==> config.mk <==
export PLATFORM = sky130hd
export DESIGN_NAME = comparator_serial
export DESIGN_NICKNAME = d
export VERILOG_FILES = /design/src/rtl/comparator_serial.sv
export SDC_FILE = /design/constraint.sdc
export NUM_CORES = 1
export LEC_CHECK = 0
export BUFFER_PORTS_ARGS = -buffer_cell sky130_fd_sc_hd__buf_2
export CAP_MARGIN = 20
export CORE_ASPECT_RATIO = 1.1
export CORE_MARGIN = 2
export CORE_UTILIZATION = 50
export CTS_CLUSTER_DIAMETER = 150
export CTS_CLUSTER_SIZE = 8
export DETAILED_ROUTE_END_ITERATION = 8
export GPL_ROUTABILITY_DRIVEN = 0
export PLACE_DENSITY = 0.79
export SETUP_SLACK_MARGIN = 0.5
export SLEW_MARGIN = 15
export SYNTH_ARGS = -nofsm -noshare
export SYNTH_HDL_FRONTEND = slang
export SYNTH_SLANG_ARGS = --single-unit
==> constraint.sdc <==
create_clock -name clk -period 1.9 [get_ports clk]
set_input_delay 0.38 -clock clk [delete_from_list [all_inputs] [get_ports clk]]
set_output_delay 0.38 -clock clk [all_outputs]
set_load 0.1 [all_outputs]
==> src/rtl/comparator_serial.sv <==
// Multi-cycle MSB-first magnitude comparator, DIGIT bits per clock, optional two's-complement mode.
// Define COMPARATOR_SERIAL_EARLY_EXIT_EN to finish on the first differing digit.
module comparator_serial #(
   parameter int WIDTH = 16,
   parameter int DIGIT = 4
) (
   input  logic             clk,
   input  logic             rst_n,
   input  logic             in_valid,
   output logic             in_ready,
   input  logic [WIDTH-1:0] a,
   input  logic [WIDTH-1:0] b,
   input  logic             is_signed,
   output logic             out_valid,
   input  logic             out_ready,
   output logic             a_gt_b,
   output logic             a_eq_b,
   output logic             a_lt_b
);

   localparam int NDIG  = WIDTH / DIGIT;
   localparam int IDX_W = (NDIG > 1) ? $clog2(NDIG) : 1;
   localparam logic [IDX_W-1:0] LAST_IDX = IDX_W'(NDIG - 1);

   typedef enum logic [1:0] {IDLE, RUN, DONE} state_e;

   state_e           state_q, state_d;
   logic [WIDTH-1:0] a_q, a_d, b_q, b_d;
   logic [IDX_W-1:0] idx_q, idx_d;
   logic             diff_q, diff_d, gt_dir_q, gt_dir_d;
   logic             gt_q, gt_d, eq_q, eq_d, lt_q, lt_d;
   logic [DIGIT-1:0] dig_a, dig_b;
   logic             step_diff, step_gt, finish;

   // Operands shift left each step, so the digit under test is always the top one.
   assign dig_a     = a_q[WIDTH-1 -: DIGIT];
   assign dig_b     = b_q[WIDTH-1 -: DIGIT];
   assign step_diff = diff_q | (dig_a != dig_b);
   assign step_gt   = diff_q ? gt_dir_q : (dig_a > dig_b);

   always_comb begin
      // NOTE: every output of this block gets a default first so no latch is inferred.
      state_d   = state_q;
      a_d       = a_q;
      b_d       = b_q;
      idx_d     = idx_q;
      diff_d    = diff_q;
      gt_dir_d  = gt_dir_q;
      gt_d      = gt_q;
      eq_d      = eq_q;
      lt_d      = lt_q;
      in_ready  = 1'b0;
      out_valid = 1'b0;
      finish    = 1'b0;
      case (state_q)
         IDLE: begin
            in_ready = 1'b1;
            if (in_valid) begin
               a_d      = a;
               b_d      = b;
               // Flipping both sign bits maps two's-complement order onto unsigned order.
               if (is_signed) begin
                  a_d[WIDTH-1] = ~a[WIDTH-1];
                  b_d[WIDTH-1] = ~b[WIDTH-1];
               end
               idx_d    = LAST_IDX;
               diff_d   = 1'b0;
               gt_dir_d = 1'b0;
               state_d  = RUN;
            end
         end
         RUN: begin
            a_d      = a_q << DIGIT;
            b_d      = b_q << DIGIT;
            idx_d    = idx_q - IDX_W'(1);
            diff_d   = step_diff;
            gt_dir_d = step_gt;
            finish   = (idx_q == '0);
`ifdef COMPARATOR_SERIAL_EARLY_EXIT_EN
            if (dig_a != dig_b) finish = 1'b1;
`endif
            if (finish) begin
               gt_d    = step_diff & step_gt;
               lt_d    = step_diff & ~step_gt;
               eq_d    = ~step_diff;
               idx_d   = '0;
               state_d = DONE;
            end
         end
         DONE: begin
            out_valid = 1'b1;
            if (out_ready) state_d = IDLE;
         end
         default: state_d = IDLE;
      endcase
   end

   // NOTE: sequential state uses non-blocking assignments only.
   always_ff @(posedge clk or negedge rst_n) begin
      if (!rst_n) begin
         state_q  <= IDLE;
         a_q      <= '0;
         b_q      <= '0;
         idx_q    <= '0;
         diff_q   <= 1'b0;
         gt_dir_q <= 1'b0;
         gt_q     <= 1'b0;
         eq_q     <= 1'b0;
         lt_q     <= 1'b0;
      end else begin
         state_q  <= state_d;
         a_q      <= a_d;
         b_q      <= b_d;
         idx_q    <= idx_d;
         diff_q   <= diff_d;
         gt_dir_q <= gt_dir_d;
         gt_q     <= gt_d;
         eq_q     <= eq_d;
         lt_q     <= lt_d;
      end
   end

   assign a_gt_b = gt_q;
   assign a_eq_b = eq_q;
   assign a_lt_b = lt_q;

endmodule

==> results of run 1 <==
==> worst max path at each step <==
| stage | start | endpoint | cells past startpoint |
|---|---|---|---|
| 2_1_floorplan | state_q[1] | in_ready | 3 |
| 3_3_place_gp | state_q[0] | a_q[10] | 5 |
| 3_5_place_dp | state_q[0] | a_q[10] | 5 |
| 4_1_cts | state_q[1] | out_valid | 4 |
| 5_1_grt | state_q[1] | out_valid | 4 |
| 6_report | state_q[0] | in_ready | 3 |
==> area by class of cell <==
type	count	area (um^2)
inverter	7	30.0
multi-input combinational	130	930
sequential	41	1030
tap	50	62.6
clock buffer	8	90.1
fill	283	941
timing repair buffer	77	574
==> timing repair <==
action                     4_1_cts  5_1_grt
resized for setup               19       21
setup endpoints to repair       39       40
setup buffers                   17       10
pin swaps                        6        8
cloned                           3        0
==> flip-flops by register name (all words and copies together) (netlist names) <==
register	count
a_eq_b	1
gt_dir_q	1
b_q	16
a_lt_b	1
idx_q	2
state_q	2
diff_q	1
a_q	16
a_gt_b	1
==> cells in the final DEF (no fill, tap or decap), drive strengths merged, types with 2 or more instances in the layout <==
cell type	count
inv	6
o21bai	3
ha	4
a2bb2oi	2
nor2b	9
xor2	2
nand2b	3
o21ai	29
dfrtp	41
a22oi	24
clkbuf	8
nand2	19
a21oi	10
a22o	9
buf	77
nor2	7
==> where the power goes <==
group / leakage, nW / total, mW / internal, mW / switching [mW]
Combinational: 0.690 / 2.92 / 1.32 / 1.60
Clock: 0.0455 / 0.587 / 0.296 / 0.291
Sequential: 0.526 / 1.50 / 1.24 / 0.263
Total: 1.26 / 5.01 / 2.85 / 2.15
==> metal layers <==
metal / up-vias / GRT usage / wire, um
met5: - / 0 / 0
met4: 0 / 0.0963 / 159
met3: 16 / 0.0473 / 250
met2: 67 / 0.416 / 2850
met1: 861 / 0.297 / 2180
li1: 836 / - / -
==> cells by family after synthesis <==
| logic type | synth area share |
|---|---|
| AO/OA/AOI/OAI | 0.275 |
| flip-flops | 0.534 |
| AND/OR/NAND/NOR | 0.105 |
| adder cells (fa/ha/maj) | 0.0260 |
| buffers and inverters | 0.0508 |
| XOR/XNOR | 0.00911 |
==> through the flow <==
| stage | cells | util |
|---|---|---|
| floorplan | 189 | - |
| finish | 313 | 0.743 |
| global route | 313 | 0.743 |
| detailed placement | 275 | 0.613 |
| global placement | 275 | 0.613 |
| CTS | 303 | 0.700 |
==> impl_metrics.yaml, run 1 <==
synthesis:
  syn_avg_cell_area_um2: 10.2
  yosysTopAreaCellShare: 0.534
  ys_warn_count: 0
  yosys-top-cells-area: "dfrtp_1 53%, a22oi_1 9.4%, o21ai_0 4.4%, a22o_1 4.1%, nand2_1 3.5%"
  synth_area_mm2: 0.00192
  synth_flop_cell: "dfrtp_1"
  yosysMostFrequentCell: "dfrtp_1"
  synth_fp_nets: 230
  yosysTopAreaCell: "dfrtp_1"
  yosys.cell_types.count: 30
  synth_common_cells: "41 x dfrtp_1, 24 x a22oi_1, 18 x nand2_1, 17 x o21ai_0, 12 x o21ai_1"
  synth_seq_cells: 41
  synth_edf_count: 0
  seq_area_frac_synth: 0.534
  syn_inst: 189
  async_reset_ff_frac: 1.00
clocking:
  clk_latency_ns: 0.30
  hold_buffers: 0
  path_clk_slew_ns: 0.08
  cts_tree: "built"
  clkSinkCount: 41
  cts_buffers: 5
  clockBufferDepth: 2
  cts_root_buffer: "clkbuf_8"
  htree_levels: 2
placement:
  pre_cts_slack_ns: 0.398
  place_area_mm2: 0.00224
  dp_hpwl_um: 3130
  port_buffers: 41
global_routing:
  grt_pass1_vias: 1738
  antenna_found_initial: 0
  grt_use_total: 0.242
  overflow: 0
  grt_pass1_wl_um: 8100
  grt_max_degree: 22
timing:
  rsz0062_at_grt: "true"
  holdWs_ns: 0.0269
  skew_ns: 0.0147
  setup_ws_ns: 0.334
  setup_viol: 0
  finalHoldViolations: 0
  slew_headroom: 0.682
  worstMarginPinSlew_ns: 0.476
  clock.fmax_mhz: 638
  period_needed_ns: 1.57
  slew_violations: 0
  final.period_utilization: 0.824
  finalSetupTns_ns: 0
die:
  rows: 23
  die_y_um: 69.0
  core-area_mm2: 0.00365
  die_w_um: 63.1
  die_area_mm2: 0.00436
  start_util: 0.526
  top_level_ports: 42
worst_setup_path:
  path_cells: "buf_8 -> nor2_4 -> buf_12"
  worstPathRequired_ns: 1.52
  worstReg2RegStart: "a_q[12]"
  critical_path.startpoint_type: "flop"
  cp.arrival_ns: 1.19
  endpoint_kind: "output port"
  critPathBufInv: 2
  rrSetupSlack_ns: 0.45
  criticalPathCategory: "reg -> out"
  rr_worst_depth: 5
  cp_top_family: "flip-flops"
  slowest_stage: "dfrtp_2"
  slowest_delay_ns: 0.47
  cp_max_fo: 4
  worstReg2RegEnd: "gt_dir_q"
pwr:
  cellPowerDensity_mw_per_mm2: 1840
  ir_worst_vdd_uv: 1250
  p_leak_nw: 1.26
  fin_total_pwr_mw: 5.01
drt:
  drt-initial-drc-count: 103
  drt_pass1_iterations: 4
  wl_um: 5440
  wl_per_cell_um: 17.4
  drcViolationCount: 0
  vias: 1780
  via_per_inst: 5.69
  ant_nets: 0
cells_and_area:
  layout.nets: 303
  area_growth_pct: 41.1
  fin_area_mm2: 0.00271
  antenna_cells: 0
  drive_gt1_frac: 0.403
run_status:
  outcome: "finished clean"
worst_hold_path:
  hold_class: "in -> async"
run:
  drv_cap: 0
Power figures use the tool's default switching activity.
==> inputs of run 2 (changes only) <==
CORE_UTILIZATION = 48   (was 50)
PLACE_DENSITY = 0.8   (was 0.79)
clock period = 1.4 ns   (was 1.9 ns; I/O delays follow)
==> run 2 against run 1 <==
  * The run now ends with hold timing, setup timing left
  * Design area up 12%
  * Flip-flop and latch count unchanged
  * Sequential power up 45%
  * Core utilization up 3.6 points
  * Total power up 58%
  * Critical endpoint is now out_valid
  * Highest routed layer unchanged
  * Worst hold slack worse by 0.14 ns
  * First-iteration DRC count down 43%
  * Combinational power up 69%
  * Via count up 4.4%
  * Non-clock buffer count up 5
  * Global-route usage up 1.4 points
==> impl_metrics.yaml, run 2 (synthesized netlist as in run 1, its figures left out) <==
clocking:
  clockBufferDepth: 2
  clk_latency_ns: 0.31
  cts_tree: "built"
  clkSinkCount: 41
  path_clk_slew_ns: 0.08
  cts_root_buffer: "clkbuf_8"
  cts_buffers: 5
  htree_levels: 2
global_routing:
  overflow: 0
  grt_use_total: 0.256
  grt_max_degree: 27
  grt_pass1_vias: 1769
  grt_pass1_wl_um: 8740
  antenna_found_initial: 0
timing:
  period_needed_ns: 1.50
  finalSetupTns_ns: -0.781
  finalHoldViolations: 15
  final.period_utilization: 1.07
  rsz0062_at_grt: "true"
  slew_headroom: 0.730
  slew_violations: 0
  skew_ns: 0.00948
  clock.fmax_mhz: 666
  worstMarginPinSlew_ns: 0.405
  setup_ws_ns: -0.101
  setup_viol: 21
  holdWs_ns: -0.116
pwr:
  cellPowerDensity_mw_per_mm2: 2600
  p_seq_frac: 0.276
  p_leak_nw: 1.35
  p_sw_frac: 0.437
  ir_worst_vdd_uv: 2060
  fin_total_pwr_mw: 7.89
  p_clk_frac: 0.098
  p_switching_mw: 3.44
  internal_power_mw: 4.44
  comb_power_share: 0.625
cells_and_area:
  mostFrequentLayoutCells: "36 x dfrtp_1, 36 x buf_2, 22 x o21ai_1, 20 x a22oi_2, 19 x buf_4"
  antenna_cells: 0
  drive_gt1_frac: 0.553
  n_fill_cell: 230
  top_regs: "a_q: 16 flops, b_q: 16 flops"
  multiInputGateArea_mm2: 0.00108
  area_growth_pct: 58.0
  layout.nets: 306
  ff_latch_area_mm2: 0.00104
drt:
  wl_um: 6320
  drt_pass1_iterations: 5
  vias: 1859
  wl_per_cell_um: 19.9
  drt-initial-drc-count: 59
  ant_nets: 0
  drcViolationCount: 0
  via_per_inst: 5.85
die:
  die_area_mm2: 0.00453
  start_util: 0.493
  die_y_um: 70.4
  core-area_mm2: 0.00390
  top_level_ports: 42
  rows: 24
  die_w_um: 64.4
worst_setup_path:
  worstPathRequired_ns: 1.12
  cp.arrival_ns: 1.22
  cp_max_fo: 5
  endpoint_kind: "output port"
  slowest_delay_ns: 0.45
  criticalPathCategory: "reg -> out"
  critical_path.startpoint_type: "flop"
  slowest_stage: "dfrtp_2"
  path_cells: "nand2b_4 -> clkinvlp_4 -> buf_12"
worst_hold_path:
  hold_class: "in -> async"
run_status:
  outcome: "finished, violations left"
  violations: "hold timing, setup timing"
placement:
  port_buffers: 41
  dp_hpwl_um: 3130
run:
  drv_cap: 0
-- run 2: stage by stage --
step           std cells  worst slack (ns)  instance area (um^2)  utilization
3_5_place_dp         285           -0.0358                  2430        0.622
5_1_grt              318            -0.150                  3040        0.779
3_3_place_gp         285           -0.0162                  2430        0.622
2_1_floorplan        189           -0.0556                  2030            -
6_report             318            -0.101                  3040        0.779
4_1_cts              309           -0.0779                  2770        0.709
-- run 2: what timing repair did --
| action | 4_1_cts | 5_1_grt |
|---|---|---|
| cloned | 3 | 1 |
| endpoints found under the setup margin | 46 | 46 |
| buffers inserted | 13 | 8 |
| hold endpoints to repair | 15 | 15 |
| resized for setup | 32 | 40 |
| pin swaps | 11 | 38 |
-- run 2: final timing paths --
| kind | startpoint | to | slack [ns] | cells past startpoint |
|---|---|---|---|---|
| max reg2reg | a_q[15] | a_gt_b | -0.07 | 6 |
| max | state_q[0] | out_valid | -0.10 | 3 |
| max in group asynchronous | rst_n | a_eq_b | 1.02 | 2 |
| min | rst_n | b_q[9] | -0.12 | 1 |
| min reg2reg | a_q[9] | a_q[9] | 0.50 | 2 |
| min in group clk | out_ready | state_q[1] | 0.17 | 2 |
-- run 2: layer usage --
layer  part of all wire  global-route usage
met5                  0                   0
met1               0.41               0.302
met2               0.52               0.442
met3              0.040              0.0628
met4              0.038               0.104
-- run 2: final cells by class --
class	instances	share of cell area
Clock buffer	6	0.0239
Clock inverter	2	0.00329
Inverter	7	0.00988
Multi-Input combinational cell	128	0.355
Sequential cell	41	0.342
Tap cell	52	0.0214
Timing Repair Buffer	82	0.245
-- run 2: power by group through the flow --
stage	Clock [mW]	Sequential [mW]	Combinational, mW
2_1_floorplan	0	2.28	2.08
3_3_place_gp	0	2.08	3.22
3_5_place_dp	0	2.11	3.28
4_1_cts	0.769	2.09	4.04
5_1_grt	0.826	2.23	5.20
6_report	0.775	2.18	4.93
-- run 2: worst max-delay path, delay by kind of cell (launching register included) --
kind / cells / cell delay (ns)
flip-flops: 1 / 0.45
buffers and inverters: 2 / 0.29
AND/OR/NAND/NOR: 1 / 0.18
